--- src/rtl/param_sync_fifo.sv ---
// Parametrised single-clock FIFO with level flags, occupancy count, sticky
// overflow/underflow flags and a selectable first-word-fall-through read port.
module param_sync_fifo #(
    parameter int DATA_WIDTH = 8,
    parameter int DEPTH      = 16,
    parameter int AF_LEVEL   = DEPTH - 2,
    parameter int AE_LEVEL   = 2,
    parameter bit FWFT       = 1'b0
) (
    input  logic                      clock,
    input  logic                      reset,
    input  logic                      wr_en,
    input  logic [DATA_WIDTH-1:0]     data_in,
    input  logic                      rd_en,
    input  logic                      err_clr,
    output logic [DATA_WIDTH-1:0]     data_out,
    output logic                      data_valid,
    output logic                      full,
    output logic                      empty,
    output logic                      almost_full,
    output logic                      almost_empty,
    output logic [$clog2(DEPTH):0]    count,
    output logic                      overflow,
    output logic                      underflow
);

    localparam int          AW       = $clog2(DEPTH);
    localparam logic [AW:0] DEPTH_L  = (AW+1)'(DEPTH);
    localparam logic [AW:0] AF_L     = (AW+1)'(AF_LEVEL);
    localparam logic [AW:0] AE_L     = (AW+1)'(AE_LEVEL);
    localparam logic [AW:0] CNT_ONE  = (AW+1)'(1'b1);
    localparam logic [AW:0] CNT_ZERO = {(AW+1){1'b0}};
    localparam logic [AW-1:0] PTR_ONE = AW'(1'b1);

    logic [DATA_WIDTH-1:0] mem_r [DEPTH];
    logic [AW-1:0]         wr_ptr_r;
    logic [AW-1:0]         rd_ptr_r;
    logic [AW:0]           count_r;
    logic [AW:0]           count_nxt_s;
    logic                  overflow_r;
    logic                  underflow_r;
    logic                  full_s;
    logic                  empty_s;
    logic                  rd_acc_s;
    logic                  wr_acc_s;
    logic                  wr_rej_s;
    logic                  rd_rej_s;

    assign full_s   = (count_r == DEPTH_L);
    assign empty_s  = (count_r == CNT_ZERO);
    // A pop frees a slot in the same edge, so a full FIFO still takes a write alongside a read.
    assign rd_acc_s = rd_en & ~empty_s;
    assign wr_acc_s = wr_en & (~full_s | rd_acc_s);
    assign wr_rej_s = wr_en & ~wr_acc_s;
    assign rd_rej_s = rd_en & empty_s;

    // Next occupancy from the accepted write/read pair.
    always_comb begin
        count_nxt_s = count_r;
        case ({wr_acc_s, rd_acc_s})
            2'b10:   count_nxt_s = count_r + CNT_ONE;
            2'b01:   count_nxt_s = count_r - CNT_ONE;
            default: count_nxt_s = count_r;
        endcase
    end

    // Storage array; contents are deliberately not reset.
    always_ff @(posedge clock) begin
        if (wr_acc_s && !reset) begin
            mem_r[wr_ptr_r] <= data_in;
        end
    end

    // Pointers, occupancy and sticky error flags.
    always_ff @(posedge clock) begin
        if (reset) begin
            wr_ptr_r    <= {AW{1'b0}};
            rd_ptr_r    <= {AW{1'b0}};
            count_r     <= CNT_ZERO;
            overflow_r  <= 1'b0;
            underflow_r <= 1'b0;
        end else begin
            if (wr_acc_s) begin
                wr_ptr_r <= wr_ptr_r + PTR_ONE;
            end
            if (rd_acc_s) begin
                rd_ptr_r <= rd_ptr_r + PTR_ONE;
            end
            count_r     <= count_nxt_s;
            overflow_r  <= (overflow_r & ~err_clr) | wr_rej_s;
            underflow_r <= (underflow_r & ~err_clr) | rd_rej_s;
        end
    end

    generate
        if (FWFT) begin : g_fwft
            assign data_out   = mem_r[rd_ptr_r];
            assign data_valid = ~empty_s;
        end else begin : g_std
            logic [DATA_WIDTH-1:0] dout_r;
            logic                  dvalid_r;

            // Registered read port: word popped at this edge is presented next cycle.
            always_ff @(posedge clock) begin
                if (reset) begin
                    dout_r   <= {DATA_WIDTH{1'b0}};
                    dvalid_r <= 1'b0;
                end else begin
                    dvalid_r <= rd_acc_s;
                    if (rd_acc_s) begin
                        dout_r <= mem_r[rd_ptr_r];
                    end
                end
            end

            assign data_out   = dout_r;
            assign data_valid = dvalid_r;
        end
    endgenerate

    assign count        = count_r;
    assign full         = full_s;
    assign empty        = empty_s;
    assign almost_full  = (count_r >= AF_L);
    assign almost_empty = (count_r <= AE_L);
    assign overflow     = overflow_r;
    assign underflow    = underflow_r;

endmodule
--- config.mk ---
export PLATFORM = sky130hd
export DESIGN_NAME = param_sync_fifo
export DESIGN_NICKNAME = d
export VERILOG_FILES = /design/src/rtl/param_sync_fifo.sv
export SDC_FILE = /design/constraint.sdc
export NUM_CORES = 1
export LEC_CHECK = 0
export ABC_AREA = 1
export CAP_MARGIN = 20
export CORE_MARGIN = 2
export CORE_UTILIZATION = 40
export DETAILED_ROUTE_END_ITERATION = 16
export DONT_BUFFER_PORTS = 1
export HOLD_SLACK_MARGIN = 0.15
export PLACE_DENSITY = 0.58
export SYNTH_ARGS = -nofsm -noshare
export SYNTH_HDL_FRONTEND = slang
export SYNTH_SLANG_ARGS = --single-unit
export TNS_END_PERCENT = 5
--- constraint.sdc ---
create_clock -name clock -period 2 [get_ports clock]
set_input_delay 0.4 -clock clock [delete_from_list [all_inputs] [get_ports clock]]
set_output_delay 0.4 -clock clock [all_outputs]
set_load 0.01 [all_outputs]
==> metrics.md <==
| Metric | Value |
|---|---|
| Status | `completed` |
| Crit Path Max Fanout | `8` |
| Placeable Area | `16600 um^2` |
| Root Driver | `clkbuf_16` |
| DRC Markers | `0` |
| Tmin final | `1.91 ns` |
| Cell area after synthesis | `6810 um^2` |
| GPL Wtd Cong | `0.848` |
| Die width | `134 um` |
| Global router's overall resource usage | `18.6%` |
| Via count | `4589` |
| First-pass GRT wire length | `24700 um` |
| Top post-synthesis cells by area | `edfxtp_1 56%, nand2_1 10%, dfxtp_1 7.1%` |
| GR Util met1 | `22.9%` |
| Register area share after synthesis | `63.5%` |
| Sw frac | `30.1%` |
| Final antenna-violating net count | `0` |
| Postcts setup bufs | `0` |
| Post-DP HPWL | `10000 um` |
| Cells along the critical path | `nor2_4 -> nand2_1 -> nor2_2 -> a21oi_4 -> nand2_1 -> nor2_1` |
| Routed WL | `15600 um` |
| Top-area cell type share of the netlist area | `56.4%` |
| Slew HR | `42.5%` |
| Tot Pwr | `0.00935 W` |
| CP Launch Type | `flip-flop` |
| Die ar. | `18100 um^2` |
| WS Path Type | `flip-flop to flip-flop` |
| Hold_sp | `rd_en` |
| Syn Inst Count | `677` |
| Pwr/cell area | `1190 nW/um^2` |
| Busiest grt layer | `met2` |
| Pins Over Slew Limit | `0` |
| Largest net degree at the start of global routing | `60` |
| Part of the power in combinational logic | `23.0%` |
| Initial Utilization | `40.9%` |
| Max_cap viols | `0` |
| TritonCTS Buffers | `17` |
| Netlist cell types | `37` |
| Cell Int Power | `0.00653 W` |
| Clock Tree Buf Depth | `2` |
| CP max stage delay | `0.57 ns` |
| Sequential Power Share | `39.7%` |
| HP Class | `input port to flip-flop` |
| Seq cells post-synth | `152` |
| Crit path DAT | `1.97 ns` |
| Worst endpoint required time | `2.06 ns` |
| IO Pins | `33` |
| Clock latency on the worst-skew pair | `0.43 ns` |
| Max Clock Skew | `0.00787 ns` |
| Leakage | `3.25 nW` |
| Met2 usage | `31.0%` |
| Most used DFF post-synth | `edfxtp_1` |
| Syn Area/Cell | `10.1 um^2` |
| TNS Setup | `0 ns` |
| Vias per cell | `4.89` |
| Clk sinks | `152` |
| Die height | `134 um` |
| CP Capture Type | `flip-flop` |
| CTS HTree Levels | `4` |
| Setup crit start | `count[0]` |
| Biggest area consumer among synthesized cells | `edfxtp_1` |
| Global Route met3 Usage | `4.88%` |
| Inst Count DP | `893` |
| Setup violations, final | `0` |
| Slew @ Worst Pin | `0.860 ns` |
| CTS tree | `built` |
| Fin cells | `939` |
| EDFF count, synth | `128` |
| Layout cell share with drive strength beyond 1 | `12.0%` |
| CP delay by family, top | `simple AND/OR/NAND/NOR gates` |
| DR WL/cell | `16.6 um` |
| Input/output buffers | `0` |
| Vias in the first global route | `4517` |
| Final nets | `726` |
| Synth Warn # | `0` |
| Most used cell, CP | `nand2_1` |
| IR drop worst, VDD | `0.810 mV` |
| Switching power | `0.00282 W` |
| GRT overflow | `0` |
| Core Rows | `47` |
| Highest Clock Rate | `0.523 GHz` |
| Unrepaired setup endpoints after global routing | `true` |
| WP buf/inv | `0` |
| Area grow syn2layout | `15.7%` |
| Endpoints failing hold | `0` |
| Tcrit/Tclk final | `95.7%` |
| Clock slew at reported path FFs | `0.06 ns` |
| Clock network power share | `37.3%` |
| DR pass1 iterations | `5` |
| Initial antenna violation count | `3` |
| DRT iter0 DRCs | `310` |
| CP max-delay cell | `nor2_1` |
| Fraction of registers with async set/reset | `0%` |
| R2r startpoint | `count[0]` |
| Syn Nets | `699` |
metal layers:
metal	vias to the layer above	routed length (um)
met2	106	7790
met4	2	341
met3	29	911
met5	-	13
met1	2181	6580
li1	2271	-
cell usage in the layout, fill, tap and decap left out, drive strengths merged:
cell type    netlist  layout
diode              0       2
clkinv             2       7
o21ai             18      18
o21bai             1       1
buf               23      25
nand3b             1       1
ha                 8       8
xor2               2       2
bufinv             0       5
a21oi             11      11
dlygate4sd3        0      12
nand3            104     104
nor2              65      65
xnor2              1       1
nand2            189     189
a2111oi            1       1
clkbuf             5      17
edfxtp           128     128
inv               92      94
fa                 1       1
clkinvlp           0       3
dfxtp             24      24
worst register-to-register path, stage by stage (launching register included):
cell and delay, ns:
dfxtp_1 0.37, nor2_4 0.07, nand2_1 0.08, nor2_2 0.05
a21oi_4 0.22, nand2_1 0.18, nor2_1 0.57
power by group through the flow:
stage | Sequential (W) | Clock, W | Combinational, W
6_report | 0.00371 | 0.00348 | 0.00215
5_1_grt | 0.00373 | 0.00365 | 0.00240
4_1_cts | 0.00371 | 0.00353 | 0.00212
3_5_place_dp | 0.00378 | 0 | 0.00203
3_3_place_gp | 0.00378 | 0 | 0.00200
2_1_floorplan | 0.00380 | 0 | 0.00154
kinds of logic (layout without fill, tap and decap cells):
group                      after synthesis  after routing  synth area share [%]
and+or+nand+nor                        359            359                  23.1
DFF                                    152            152                  63.5
buffers and inverters                  123            163                  8.56
AOI/OAI and AO/OA                       31             31                  2.70
adders and majority gates                9              9                  1.76
xor gates and xnor gates                 3              3                 0.386
other                                    0              2                     0
through the flow:
stage / hold slack, ns / setup WS [ns] / utilization (%) / instance area, um^2
after floorplan: 0.470 / 0.185 / - / 6810
after global routing: 0.180 / -0.0204 / 47.3 / 7880
after global placement: 0.472 / 0.103 / 42.5 / 7070
after CTS: 0.160 / 0.0444 / 47.1 / 7840
after detailed placement: 0.473 / 0.0742 / 42.5 / 7070
final: 0.178 / 0.0870 / 47.3 / 7880
path summary, 6_finish.rpt:
path                            slack [ns]           to  cells past startpoint
worst max register to register        0.09  mem_r[8][5]                      6
worst min-delay path                  0.18   data_valid                      2
worst min register to register        0.54  wr_ptr_r[3]                      2
worst max-delay path                  0.09  mem_r[8][5]                      6
cell type report:
class | instances | area (um^2)
timing repair buffer | 37 | 333
antenna | 2 | 5.00
clock buffer | 17 | 425
inverter | 94 | 355
tap | 220 | 275
fill | 1503 | 8760
multi-input combinational | 402 | 1930
sequential | 152 | 4330
clock inverter | 15 | 225
cells in the mapped netlist, types with 2 or more instances:
library cell  number
inv_2              4
xor2_1             2
nand2_2            3
nor2_1            62
o21ai_0           13
buf_2             12
dfxtp_1           24
buf_4              3
nand3_2            8
clkinv_1           2
nand2_1          184
inv_1             87
clkbuf_1           3
edfxtp_1         128
ha_1               8
nand3_1           95
buf_6              6
nor2_4             2
o21ai_2            2
nand2_4            2
o21ai_1            3
a21oi_1            9
state kept, by name (all words and copies together), names as in the netlist:
register    flops
underflow       1
rd_ptr_r        4
data_out        8
data_valid      1
wr_ptr_r        4
overflow        1
mem_r         128
count           5
what timing repair did:
| item | 4_1_cts | 5_1_grt |
|---|---|---|
| setup endpoints to repair | 0 | 11 |
| resized for setup | 0 | 4 |
| endpoints found under the hold margin | 141 | 0 |
| hold buffers | 12 | 0 |
Power figures use the tool's default switching activity.
